$ cat config.mk
export PLATFORM = sky130hd
export DESIGN_NAME = booth_seq_mul
export DESIGN_NICKNAME = d
export VERILOG_FILES = /design/src/rtl/booth_mul_pkg.sv /design/src/rtl/booth_r4_enc.sv /design/src/rtl/booth_seq_mul.sv
export SDC_FILE = /design/constraint.sdc
export NUM_CORES = 1
export LEC_CHECK = 0
export CAP_MARGIN = 20
export CORE_MARGIN = 1
export CORE_UTILIZATION = 35
export DETAILED_ROUTE_END_ITERATION = 7
export MAX_ROUTING_LAYER = met4
export PLACE_DENSITY = 0.65
export SYNTH_ARGS = -nofsm -noshare
export SYNTH_HDL_FRONTEND = slang
export SYNTH_SLANG_ARGS = --single-unit
export TNS_END_PERCENT = 100
$ cat constraint.sdc
create_clock -name clk -period 17.3 [get_ports clk]
set_input_delay 3.46 -clock clk [delete_from_list [all_inputs] [get_ports clk]]
set_output_delay 3.46 -clock clk [all_outputs]
set_load 0.005 [all_outputs]
$ cat src/rtl/booth_mul_pkg.sv
`default_nettype none
// ---------------------------------------------------------------------------
// booth_mul_pkg : shared types and helpers for the radix-4 Booth multiplier
// Revision 1.0
// ---------------------------------------------------------------------------
package booth_mul_pkg;

  typedef enum logic [1:0] {
    IDLE = 2'd0,
    CALC = 2'd1,
    DONE = 2'd2
  } state_t;

  typedef enum logic [2:0] {
    ZERO = 3'd0,
    POS1 = 3'd1,
    POS2 = 3'd2,
    NEG1 = 3'd3,
    NEG2 = 3'd4
  } booth_digit_t;

  // One extra step covers the two extension bits added to the multiplier.
  function automatic int calc_n_iter(input int width);
    return width / 2 + 1;
  endfunction

endpackage
`default_nettype wire

$ cat src/rtl/booth_r4_enc.sv
`default_nettype none
// ---------------------------------------------------------------------------
// booth_r4_enc : maps a 3-bit multiplier window to a radix-4 Booth digit
// Revision 1.0
// ---------------------------------------------------------------------------
module booth_r4_enc
  import booth_mul_pkg::*;
(
  input  logic [2:0]   i_window,
  output booth_digit_t o_digit
);

  always_comb begin
    o_digit = ZERO;
    case (i_window)
      3'b001, 3'b010: o_digit = POS1;
      3'b011:         o_digit = POS2;
      3'b100:         o_digit = NEG2;
      3'b101, 3'b110: o_digit = NEG1;
      default:        o_digit = ZERO;
    endcase
  end

endmodule
`default_nettype wire

$ cat src/rtl/booth_seq_mul.sv
`default_nettype none
// ---------------------------------------------------------------------------
// booth_seq_mul : sequential radix-4 Booth multiplier, one step per enabled edge
// BOOTH_UNSIGNED_EN adds the sgn port (signed/unsigned select). Revision 1.0
// ---------------------------------------------------------------------------
module booth_seq_mul
  import booth_mul_pkg::*;
#(
  parameter int WIDTH = 32
) (
  input  logic               clk,
  input  logic               reset,
  input  logic               en,
  input  logic               in_valid,
  output logic               in_ready,
  input  logic [WIDTH-1:0]   a,
  input  logic [WIDTH-1:0]   b,
`ifdef BOOTH_UNSIGNED_EN
  input  logic               sgn,
`endif
  output logic               out_valid,
  input  logic               out_ready,
  output logic [2*WIDTH-1:0] result,
  output logic               busy
);

  localparam int N_ITER = calc_n_iter(WIDTH);
  localparam int EXT_W  = WIDTH + 2;
  localparam int ACC_W  = 2 * WIDTH + 4;
  localparam int CNT_W  = $clog2(N_ITER + 1);

  state_t              r_state;
  state_t              w_state_nxt;
  logic [CNT_W-1:0]    r_cnt;
  logic [ACC_W-1:0]    r_acc;
  logic [ACC_W-1:0]    r_mcand;
  logic [EXT_W-1:0]    r_mplr;
  logic                r_prev;
  logic [2*WIDTH-1:0]  r_result;

  logic                w_sgn;
  logic                w_accept;
  logic                w_last;
  logic [EXT_W-1:0]    w_a_ext;
  logic [EXT_W-1:0]    w_b_ext;
  booth_digit_t        w_digit;
  logic [ACC_W-1:0]    w_addend;
  logic [ACC_W-1:0]    w_acc_nxt;

`ifdef BOOTH_UNSIGNED_EN
  assign w_sgn = sgn;
`else
  assign w_sgn = 1'b1;
`endif

  assign in_ready  = (r_state == IDLE) && en;
  assign out_valid = (r_state == DONE);
  assign busy      = (r_state != IDLE);
  assign result    = r_result;

  assign w_accept = in_valid && in_ready;
  assign w_last   = (r_cnt == CNT_W'(N_ITER - 1));
  assign w_a_ext  = w_sgn ? {{2{a[WIDTH-1]}}, a} : {2'b00, a};
  assign w_b_ext  = w_sgn ? {{2{b[WIDTH-1]}}, b} : {2'b00, b};

  // Window is {b[2i+1], b[2i], b[2i-1]}; the multiplier shifts right so bits 1:0 are current.
  booth_r4_enc u_enc (
    .i_window ({r_mplr[1:0], r_prev}),
    .o_digit  (w_digit)
  );

  always_comb begin
    w_addend = '0;
    case (w_digit)
      POS1:    w_addend = r_mcand;
      POS2:    w_addend = r_mcand << 1;
      NEG1:    w_addend = -r_mcand;
      NEG2:    w_addend = -(r_mcand << 1);
      default: w_addend = '0;
    endcase
  end

  assign w_acc_nxt = r_acc + w_addend;

  always_comb begin
    w_state_nxt = r_state;
    if (en) begin
      case (r_state)
        IDLE:    if (w_accept) w_state_nxt = CALC;
        CALC:    if (w_last) w_state_nxt = DONE;
        DONE:    if (out_ready) w_state_nxt = IDLE;
        default: w_state_nxt = IDLE;
      endcase
    end
  end

  always_ff @(posedge clk or posedge reset) begin
    if (reset) begin
      r_state <= IDLE;
    end else begin
      r_state <= w_state_nxt;
    end
  end

  always_ff @(posedge clk or posedge reset) begin
    if (reset) begin
      r_cnt    <= '0;
      r_acc    <= '0;
      r_mcand  <= '0;
      r_mplr   <= '0;
      r_prev   <= 1'b0;
      r_result <= '0;
    end else if (en) begin
      if (w_accept) begin
        r_cnt   <= '0;
        r_acc   <= '0;
        r_mcand <= {{(ACC_W-EXT_W){w_a_ext[EXT_W-1]}}, w_a_ext};
        r_mplr  <= w_b_ext;
        r_prev  <= 1'b0;
      end else if (r_state == CALC) begin
        r_acc   <= w_acc_nxt;
        r_mcand <= r_mcand << 2;
        r_mplr  <= r_mplr >> 2;
        r_prev  <= r_mplr[1];
        if (w_last) begin
          r_cnt    <= '0;
          r_result <= w_acc_nxt[2*WIDTH-1:0];
        end else begin
          r_cnt <= r_cnt + CNT_W'(1);
        end
      end
    end
  end

endmodule
`default_nettype wire

; ---- After elaboration in Yosys (flattened, before gate mapping)
; Index checks and enable logic that the tools add are counted.
; W data, S select, Z words.
[word_totals]
latch_bits = 0
mem_bits_ro = 0
memories = 0
ramBits = 0
out_inout_bits = 67
wordCells = 55
regBits = 242
[op_classes]
n_eq_ne = 16
add_sub_neg = 4
reduce_logical = 10
div = 0
multipliers = 0
bitwise_logic = 1
shifts = 0
n_lt_le_gt_ge = 0
mux = 17
[ops]
columns = op, n
row1 = $mux W68, 4
row2 = $pmux W68 S4, 1
row3 = $neg A68 Y68, 2
row4 = $add A68 B68 Y68, 1
row5 = $mux W34, 2
row6 = $mux W5, 3
row7 = $eq A3 B2 Y1 const B, 4
row8 = $eq A3 B3 Y1 const B, 4
row9 = $pmux W3 S4, 1
row10 = $reduce_and A4 Y1, 2
row11 = $eq A3 B1 Y1 const B, 2
row12 = $mux W2, 3
row13 = $pmux W2 S3, 1
row14 = $add A5 B1 Y5 const B, 1
row15 = $eq A5 B5 Y1 const B, 1
row16 = $ne A2 B2 Y1 const B, 2
row17 = $reduce_bool A2 Y1, 2
row18 = $reduce_or A2 Y1, 2
row19 = $eq A2 B1 Y1 const B, 1
row20 = $eq A2 B2 Y1 const B, 1
row21 = $logic_and A1 B1 Y1, 2
row22 = $logic_not A2 Y1, 1
row23 = $mux W1, 2
row24 = $ne A2 B1 Y1 const B, 1
row25 = 2 further kinds, 2

; ---- Logic depth before layout (Yosys ltp)
; Gate-level depths: netlist of the first run.
[depth]
ltp_word = 8
mapped_depth = 22
depth_no_buf = 21

; ---- Cells and area by module
; From an unflattened synthesis of the first run, not the netlist that was laid out.
[unflattened]
cells_unflattened = 2006
hier_area_um2 = 15930.3
[by_module_without_submodules]
columns = module, n_inst, area_each_um2, cells_each
row1 = booth_seq_mul, 1, 15896.5, 2002
row2 = booth_r4_enc, 1, 33.8, 4

; ---- Worst setup path after synthesis of the first run
; OpenSTA, ideal clock, no wires.
[synth_timing]
kind = input to output
startpoint = input port en
endpoint = output port in_ready
path_buffers = 0
t_arrival_ns = 3.607
setup_slack_ns = 10.233
stages = 2
t_required_ns = 13.840
cell_sequence = inv_1 -> nor2_1
[synth_between]
elab_chain_cells = 1
[synth_lines]
columns = item, line_no
row1 = "start, declared", booth_seq_mul.sv:13  ; input logic en,
row2 = $logic_and A1 B1 Y1, booth_seq_mul.sv:56  ; assign in_ready = (r_state == IDLE) && en;
row3 = "end, declared", booth_seq_mul.sv:15  ; output logic in_ready,
; No other way between the ends.

; ---- Worst setup path after layout of the first run
; Same ends and word-level chain as after synthesis.

==> out/summary.txt, run 1 <==
GR Overflow Total: 0
clock latency on the worst-skew pair: 0.58 ns
Yosys top cell area share: 34.99%
Placement Rows: 79
TritonCTS clock tree: yes
CTS sink count: 233
Post-Synthesis Net Count: 2257
Final Max Tran Viols: 0
EDFF count, synth: 0
Yosys reg bits: 233
most frequent cells in the layout: 496 x nand2_1, 232 x dfrtp_1, 158 x o21ai_0, 135 x a21oi_1, 135 x clkdlybuf4s50_1
die extent in y: 220.2 um
share of the yosys chip area belonging to registers: 34.99%
first-pass GRT wire length: 85060 um
Critical Path Fanout Max: 4
Via density: 5.776
Yosys cell types: 77
Worst Hold Class: flip-flop to flip-flop
ranking of synthesized cells by area: dfrtp_1 35%, nand2_1 11%, ha_1 5.0%
peak supply drop: 0.0001041 V
Via Count: 15919
Final period util: 47.05%
routed len/inst: 19.60 um
commonest non-fill, non-tap cell in the layout: nand2_1
Iter 0 DRT Violations: 1402
layout cells sized above 1: 5.770%
Post-synth top flop: dfrtp_1
setup TNS: 0 ns
Crit path required time: 13.84 ns
Pwr Density: 208.2 nW/um2
TritonCTS Buffers: 27
Diodes inserted: 0
DRT antenna net count: 0
Mapped Avg Cell Area: 7.857 um2
clk slew on worst S/H paths: 0.06 ns
gp weighted congestion: 1.017
Worst Skew: 0.03104 ns
Post-route DRC: 4
main combinational cell family by area after synthesis: compound AO/OA/AOI/OAI gates
core footprint: 46750 um2
Critical Path Source Type: input pin
post-synth top area cell: dfrtp_1
count of final hold-check violations: 0
I/O Pins: 136
H-tree depth: 1
DIE AREA: 48490 um2
minimum clock period: 8.140 ns
Tightest Pin Transition: 1.121 ns
adder-cell area share of the yosys netlist: 5.075%
First-pass DRT Iterations: 8
fill count: 4698
vias in the first global route: 15166
Root Buffer: clkbuf_16
Post-CTS Resized: 0
synthesized area: 16660 um2
Post-Synthesis Cells: 2121
area delta synth->final: 15.41%
RSZ-0062 raised after global routing: false
total wire length: 54010 um
initial core utilization: 35.64%
failing checks: design-rule violations
Multi-input gate area: 10070 um2
PortBufs: 135
Sequential Area: 5832 um2
fmax: 122.8 MHz
Final setup viols: 0
cts hold-fix bufs: 0
final hold slack: 0.4724 ns
Worst EP arrival: 4.68 ns
outcome: finished, violations left
largest net degree at the start of global routing: 95
clock tree buffer depth: 3
Rel. slew slack: 25.18%
DP HPWL: 37700 um
XOR/XNOR Fraction of Synth Area: 7.410%
Lkg Pwr: 8.324 nW
Post-Synth Simple-Gate Area: 22.13%
Synth Area in Compound Gates: 23.77%
Max-Cap Viols: 0
post-synthesis async set-or-reset flop share: 100.0%
critical path type: input pin to output port
Layout Nets: 2266
GRT Total Usage: 22.72%
Post-CTS Setup Bufs: 0
crit end category: output port
Die X: 220.2 um
synth warn: 0
multiplexer area fraction after synthesis: 1.667%
initial antenna violation count: 1
Yosys cell counts (5+ instances only):
cell type and count:
mux2i_1 12, mux2_2 14, buf_1 9, buf_2 11
o211ai_1 7, nand2_1 497, nand4_1 32, o21ai_0 158
nand2b_1 11, nor2b_1 6, xnor2_1 66, o31ai_1 12
nor2_1 117, nand3_1 24, o22ai_1 12, a22o_1 38
clkbuf_1 150, a21oi_1 135, a21o_1 25, or4_1 11
ha_1 66, nor3_1 36, a211oi_1 14, a21boi_0 5
and3_1 11, dfrtp_1 233, o21bai_1 12, inv_1 31
or3_1 19, xor2_1 75, nor4_1 17, and2_1 8
a22oi_1 60, o221ai_1 15, a31oi_1 74, a221oi_1 19
o21a_1 8, or2_2 12
cells by family (layout without fill, tap and decap cells):
logic type,after synthesis,after routing
buf+inv,208,236
xor+xnor,141,141
mux,26,26
fa+ha+maj,67,67
simple gates,824,824
flops,233,233
compound gates,622,622
final cells by class:
cell class | instances | area share, %
Clock buffer | 31 | 3.695
Tap cell | 607 | 3.949
Multi-Input combinational cell | 1680 | 52.34
Sequential cell | 233 | 30.32
Inverter | 33 | 0.6831
Clock inverter | 17 | 1.203
Timing Repair Buffer | 155 | 7.806
critical path: stages:
cell             delay, ns
clkdlybuf4s50_1       0.51
inv_1                 0.09
nor2_1                0.11
clkdlybuf4s50_1       0.51
sequential cells by signal, indices dropped and copies added (netlist names):
signal,count
r_acc,64
r_cnt,5
r_mcand,64
r_mplr,33
r_prev,1
r_state,2
result,64
report_power, final:
part | internal [mW] | total [mW] | switching, mW
Sequential | 0.753 | 0.985 | 0.232
Combinational | 0.904 | 2.40 | 1.50
Clock | 0.369 | 0.615 | 0.246
Total | 2.03 | 4.00 | 1.98
through the flow:
stage / utilization, % / instance area (um2) / cells / setup WS [ns] / power [mW]
finish: 41.14 / 19230 / 2756 / 9.160 / 4.004
global route: 41.14 / 19230 / 2756 / 9.085 / 4.295
CTS: 41.14 / 19230 / 2756 / 9.156 / 3.996
detailed placement: 39.12 / 18290 / 2708 / 9.155 / 3.361
global placement: 39.12 / 18290 / 2708 / 9.130 / 3.315
floorplan: - / 16660 / 2121 / 7.450 / 2.640
metal layers:
layer  track usage (%)  vias up  wire, um
li1                  -     7564         -
met1             28.91     7677     23000
met2             36.25      574     25540
met3             3.601      104      3337
met4             8.483        0      2129
met5                 -        -         0
final timing paths:
check,to,startpoint,depth (start not counted),slack [ns]
worst max-delay path,in_ready,en,4,9.16
worst min-delay path,result[42],result[42],2,0.47
worst max register to register,result[49],r_prev,15,10.62
worst min register to register,result[42],result[42],2,0.47
max in group asynchronous,r_mplr[1],reset,3,12.39
min in group asynchronous,result[63],reset,2,3.42
No activity file was read; power rests on OpenSTA's default activity.
==> inputs of run 2 (changes only) <==
- clock period: 17.3 -> 7.6 ns (I/O delays scaled with it)
==> run 2 against run 1 <==
Effect of this change: the flow still finishes with violations (design-rule violations); final cell count up 0.76%; sequential cell count unchanged; global-route usage increased by 1.2 points; worst hold slack about the same; clock power grew 120%; routed wire length up 5.4%; die area is the same; core utilization up 0.31 points; sequential share of layout area fell by 0.23 points; combinational power rose by 130%; largest cell class unchanged.
==> out/summary.txt, run 2 (same netlist as run 1, synthesis figures left out) <==
Final setup viols: 0 (unchanged)
TritonCTS clock tree: yes
Final period util: 83.03%
First-pass DRT Iterations: 8 (unchanged)
Pwr Density: 473.5 nW/um2 (+130%)
Critical Path Source Type: flip-flop
Switching Share: 49.79% (+0.38 points)
Rel. slew slack: 26.60% (+1.4 points)
Layout Nets: 2288 (+0.97%)
cts hold-fix bufs: 0 (unchanged)
CTS sink count: 233 (unchanged)
Via density: 5.824 (+0.83%)
Worst path slowest cell: or4_1
layout cells sized above 1: 6.682% (+0.91 points)
first-pass GRT wire length: 88400 um (+3.9%)
Sequential Area: 5832 um2 (unchanged)
Via Count: 16174 (+1.6%)
die extent in y: 220.2 um (unchanged)
internal power: 4.607 mW (+130%)
combinational fraction of design power: 59.9% (about the same)
initial antenna violation count: 0 (-1)
Lkg Pwr: 8.432 nW (+1.3%)
Diodes inserted: 0 (unchanged)
Worst EP arrival: 6.75 ns (+2.07 ns)
Die X: 220.2 um (unchanged)
Worst path most repeated cell: a21oi_1
clock latency on the worst-skew pair: 0.57 ns (about the same)
DRT antenna net count: 0 (unchanged)
area delta synth->final: 16.28%
vias in the first global route: 15497 (+2.2%)
Worst Setup Slack, final: 1.290 ns (-7.870 ns)
gp weighted congestion: 0.9387 (-7.7%)
H-tree depth: 1 (unchanged)
Multi-input gate area: 10060 um2 (about the same)
core footprint: 46750 um2 (unchanged)
Post-route DRC: 3 (-1)
fill count: 4809 (+2.4%)
I/O Pins: 136 (unchanged)
Max-Cap Viols: 0 (unchanged)
Post-CTS Resized: 0 (unchanged)
Worst Hold Class: flip-flop to flip-flop
minimum clock period: 6.310 ns
count of final hold-check violations: 0 (unchanged)
Root Buffer: clkbuf_16
crit end category: flip-flop
sw power: 4.568 mW (+130%)
GR Overflow Total: 0 (unchanged)
pre-CTS setup slack: 1.403 ns (-7.751 ns)
setup TNS: 0 ns (unchanged)
Crit path largest cell delay: 0.65 ns (+0.14 ns)
peak supply drop: 0.0002607 V (+150%)
Tightest Pin Transition: 1.101 ns (-0.02011 ns)
initial core utilization: 35.64% (unchanged)
clock tree buffer depth: 3 (unchanged)
PortBufs: 135 (unchanged)
largest net degree at the start of global routing: 131 (+38%)
Final Max Tran Viols: 0 (unchanged)
DP HPWL: 40400 um (+7.2%)
fmax: 158.5 MHz
routed len/inst: 20.50 um (+4.6%)
total wire length: 56940 um (+5.4%)
Clock power frac: 15.0% (-0.4 points)
Critical Path Fanout Max: 9 (+5)
GRT Total Usage: 23.89% (+1.2 points)
commonest non-fill, non-tap cell in the layout: nand2_1
Seq pwr share: 25.1% (+0.5 points)
Placement Rows: 79 (unchanged)
Post-CTS Setup Bufs: 0 (unchanged)
Crit path required time: 8.04 ns (-5.80 ns)
most frequent cells in the layout: 496 x nand2_1, 232 x dfrtp_1, 158 x o21ai_0, 135 x a21oi_1, 135 x clkdlybuf4s50_1
clk slew on worst S/H paths: 0.06 ns (about the same)
TritonCTS Buffers: 29 (+7.4%)
CP Cell Sequence: or4_1 -> nor4_4 -> nand3_4 -> or4_4 -> or3_4 -> or3_4 -> nand2_1 -> xor2_1 -> o21ai_0 -> ha_1 -> a21oi_1 -> o21bai_1 -> a21oi_1 -> o211ai_1 -> a221o_1 -> a21oi_1 -> o221ai_1 -> xor2_1 -> mux2_2
failing checks: design-rule violations
Top Family by Delay on Critical Path: simple AND/OR/NAND/NOR gates
outcome: finished, violations left
Worst Skew: 0.01927 ns (-0.01177 ns)
critical path type: flip-flop to flip-flop
Critical path buffers and inverters: 0 (-3)
RSZ-0062 raised after global routing: false
Iter 0 DRT Violations: 1613 (+15%)
DIE AREA: 48490 um2 (unchanged)
## run 2: worst paths after layout
check                        endpoint  startpoint  slack (ns)  cells after the start
min in group asynchronous  result[60]       reset        1.51                      3
hold reg to reg             r_mplr[5]   r_mplr[5]        0.47                      2
hold / removal              r_mplr[5]   r_mplr[5]        0.47                      2
max in group asynchronous  result[18]       reset        4.87                      4
setup / recovery           result[53]  r_mcand[9]        1.29                     19
setup reg to reg           result[53]  r_mcand[9]        1.29                     19
## run 2: routing by layer
metal | track usage (%) | vias up | part of all wire (%) | routed length [um]
met5 | - | - | 0 | 0
met4 | 9.839 | 0 | 3.9 | 2201
met3 | 2.969 | 126 | 5.7 | 3258
met2 | 38.05 | 567 | 48 | 27080
met1 | 30.64 | 7879 | 43 | 24400
li1 | - | 7602 | - | -
## run 2: worst register-to-register path: stages (launching register included)
cell	delay (ns)
dfrtp_1	0.48
or4_1	0.65
nor4_4	0.49
nand3_4	0.24
or4_4	0.49
or3_4	0.36
or3_4	0.34
nand2_1	0.09
xor2_1	0.14
o21ai_0	0.10
ha_1	0.41
a21oi_1	0.30
o21bai_1	0.10
a21oi_1	0.24
o211ai_1	0.15
a221o_1	0.33
a21oi_1	0.56
o221ai_1	0.25
xor2_1	0.19
mux2_2	0.27
## run 2: final cells by class
type	instances	area share, %
clock buffers	36	4.139
multi-input cells	1680	51.93
inverters	33	0.6586
well taps	607	3.919
clock inverters	13	0.6715
repair buffers	175	8.588
flip-flops and latches	233	30.10
## run 2: stage by stage
step | util, % | hold slack (ns) | total power [mW] | cells | cell area (um2)
6_report | 41.45 | 0.4728 | 9.175 | 2777 | 19380
5_1_grt | 41.45 | 0.4914 | 9.848 | 2777 | 19380
4_1_cts | 41.45 | 0.4768 | 9.159 | 2777 | 19380
3_5_place_dp | 39.45 | 0.4626 | 7.741 | 2728 | 18450
3_3_place_gp | 39.45 | 0.4573 | 7.660 | 2728 | 18450
2_1_floorplan | - | 0.4458 | 6.010 | 2121 | 16670
## run 2: power groups by stage
stage / Clock, mW / Combinational [mW] / Sequential, mW
3_5_place_dp: 0 / 5.43 / 2.31
2_1_floorplan: 0 / 4.05 / 1.96
4_1_cts: 1.41 / 5.45 / 2.29
5_1_grt: 1.46 / 6.02 / 2.37
3_3_place_gp: 0 / 5.37 / 2.29
6_report: 1.38 / 5.49 / 2.30
==> inputs of run 3 (changes only) <==
- clock period: 7.6 -> 5.9 ns (I/O delays scaled with it)
==> run 3 against run 2 <==
Effect of this change: fmax increased by 13%; largest cell class unchanged; die area unchanged; highest routed layer unchanged; the flow still finishes with violations (design-rule violations); setup slack got worse by 0.99 ns; critical endpoint is now r_acc[63]; core utilization increased by 2.3 points; largest power group unchanged.
==> out/summary.txt, run 3 (same netlist as run 1, synthesis figures left out) <==
outcome: finished, violations left
failing checks: design-rule violations
Worst Hold Class: flip-flop to flip-flop
GRT Total Usage: 24.05% (+0.16 points)
PortBufs: 135 (unchanged)
die extent in y: 220.2 um (unchanged)
GR Overflow Total: 0 (unchanged)
TritonCTS clock tree: yes
Multi-input gate area: 10140 um2 (+0.76%)
worst reg2reg path depth: 21 (+2)
Via Count: 16597 (+2.6%)
met1 usage: 30.82% (+0.19 points)
I/O Pins: 136 (unchanged)
clock tree buffer depth: 3 (unchanged)
commonest non-fill, non-tap cell in the layout: nand2_1
Final Max Tran Viols: 0 (unchanged)
core footprint: 46750 um2 (unchanged)
Pwr Density: 618.1 nW/um2 (+31%)
Die X: 220.2 um (unchanged)
critical path type: flip-flop to flip-flop
post-layout instance area: 20460 um2 (+5.6%)
Critical Path Fanout Max: 6 (-3)
H-tree depth: 1 (unchanged)
Critical Path Source Type: flip-flop
CTS sink count: 233 (unchanged)
DRT antenna net count: 0 (unchanged)
fill count: 4678 (-2.7%)
TritonCTS Buffers: 29 (unchanged)
routing usage on met2: 38.40% (+0.36 points)
First-pass DRT Iterations: 8 (unchanged)
Final Util: 43.76% (+2.3 points)
clk slew on worst S/H paths: 0.06 ns (about the same)
Lkg Pwr: 9.077 nW (+7.6%)
Iter 0 DRT Violations: 1483 (-8.1%)
count of final hold-check violations: 0 (unchanged)
Layout Cells excl Fill: 2901 (+4.5%)
Placement Rows: 79 (unchanged)
Via density: 5.721 (-1.8%)
DP HPWL: 41650 um (+3.1%)
Sequential Area: 5832 um2 (unchanged)
Worst Skew: 0.02881 ns (+0.009536 ns)
DIE AREA: 48490 um2 (unchanged)
Post-route DRC: 6 (+3)
initial core utilization: 35.64% (unchanged)
Worst EP arrival: 6.05 ns (-0.70 ns)
first-pass GRT wire length: 89180 um (+0.88%)
largest net degree at the start of global routing: 149 (+14%)
peak supply drop: 0.0003502 V (+34%)
initial antenna violation count: 0 (unchanged)
Rel. slew slack: 27.25% (+0.65 points)
vias in the first global route: 16050 (+3.6%)
Root Buffer: clkbuf_16
layout cells sized above 1: 12.39% (+5.7 points)
Crit path required time: 6.35 ns (-1.69 ns)
most frequent cells in the layout: 496 x nand2_1, 232 x dfrtp_1, 157 x o21ai_0, 153 x buf_4, 135 x clkdlybuf4s50_1
fmax: 178.6 MHz (+13%)
crit end category: flip-flop
minimum clock period: 5.600 ns (-0.7100 ns)
area delta synth->final: 22.78%
Final period util: 94.92% (+12 points)
clock latency on the worst-skew pair: 0.59 ns (+0.02 ns)
gp weighted congestion: 0.9546 (+1.7%)
met3 Use GR: 3.409% (+0.44 points)
Placed Cells: 2841 (+4.1%)
Worst Hold Depth: 2 (unchanged)
Max-Cap Viols: 0 (unchanged)
Final setup viols: 0 (unchanged)
DP Area: 19330 um2 (+4.8%)
total wire length: 57590 um (+1.2%)
Layout Nets: 2407 (+5.2%)
global routing's busiest layer: met2
routed len/inst: 19.85 um (-3.2%)
Tightest Pin Transition: 1.086 ns (-0.01506 ns)
run 3: changes by cell type in the layout (fill, tap and decap cells not counted), sizes merged:
cell,previous run,this run
buf,40,159
bufinv,2,3
clkbuf,36,35
clkinv,11,12
clkinvlp,1,2
diode,0,1
inv,32,34
run 3: power by group:
group,switching [mW],total (mW),internal [mW]
Sequential,0.628,2.84,2.21
Clock,0.759,1.85,1.09
Combinational,4.68,7.96,3.27
run 3: final cells by class:
cell class / count / area share [%]
clock inverter: 18 / 0.8928
timing repair buffer: 294 / 12.80
tap: 607 / 3.712
antenna: 1 / 0.01223
clock buffer: 35 / 3.901
multi-input combinational: 1680 / 49.55
sequential: 233 / 28.50
inverter: 33 / 0.6237
run 3: through the flow:
stage	hold slack, ns	power (mW)	setup WS, ns	setup TNS [ns]
after floorplan	0.4458	7.741	0.3975	0
after global placement	0.4572	10.50	0.1473	0
after detailed placement	0.4625	10.63	0.04836	0
after CTS	0.4768	12.54	0.003622	0
after global routing	0.4873	13.60	-0.007751	-0.01497
final	0.4734	12.65	0.2999	0
run 3: timing repair:
item,in CTS,in global routing
buffers inserted,0,5
resized for setup,0,19
setup endpoints to repair,0,38
hold buffers,0,0
run 3: per-layer routing:
metal / vias up / share of wire [%]
li1: 7840 / -
met1: 8085 / 42
met2: 546 / 48
met3: 126 / 6.5
met4: 0 / 3.7
met5: - / 0
run 3: worst paths after layout:
kind | from | to | slack, ns
max | r_mcand[9] | r_acc[63] | 0.30
min reg2reg | result[26] | result[26] | 0.47
min | result[26] | result[26] | 0.47
max reg2reg | r_mcand[9] | r_acc[63] | 0.30
max in group asynchronous | reset | result[25] | 3.95
min in group asynchronous | reset | r_state[1] | 0.87
run 3: worst max-delay path, stage by stage (launching register included):
cell and delay, ns:
dfrtp_1 0.38, or4_1 0.63, nor4_4 0.30, buf_4 0.21, nand3_4 0.13, buf_4 0.20, or2_1 0.23, buf_4 0.15
or3_4 0.43, nor3_4 0.18, xor2_1 0.19, o221ai_1 0.23, ha_1 0.42, a21o_1 0.19, a21oi_1 0.24, o21ai_0 0.21
a221oi_1 0.38, a21boi_0 0.23, a32oi_1 0.13, buf_4 0.17, a21oi_1 0.13, o22ai_1 0.10
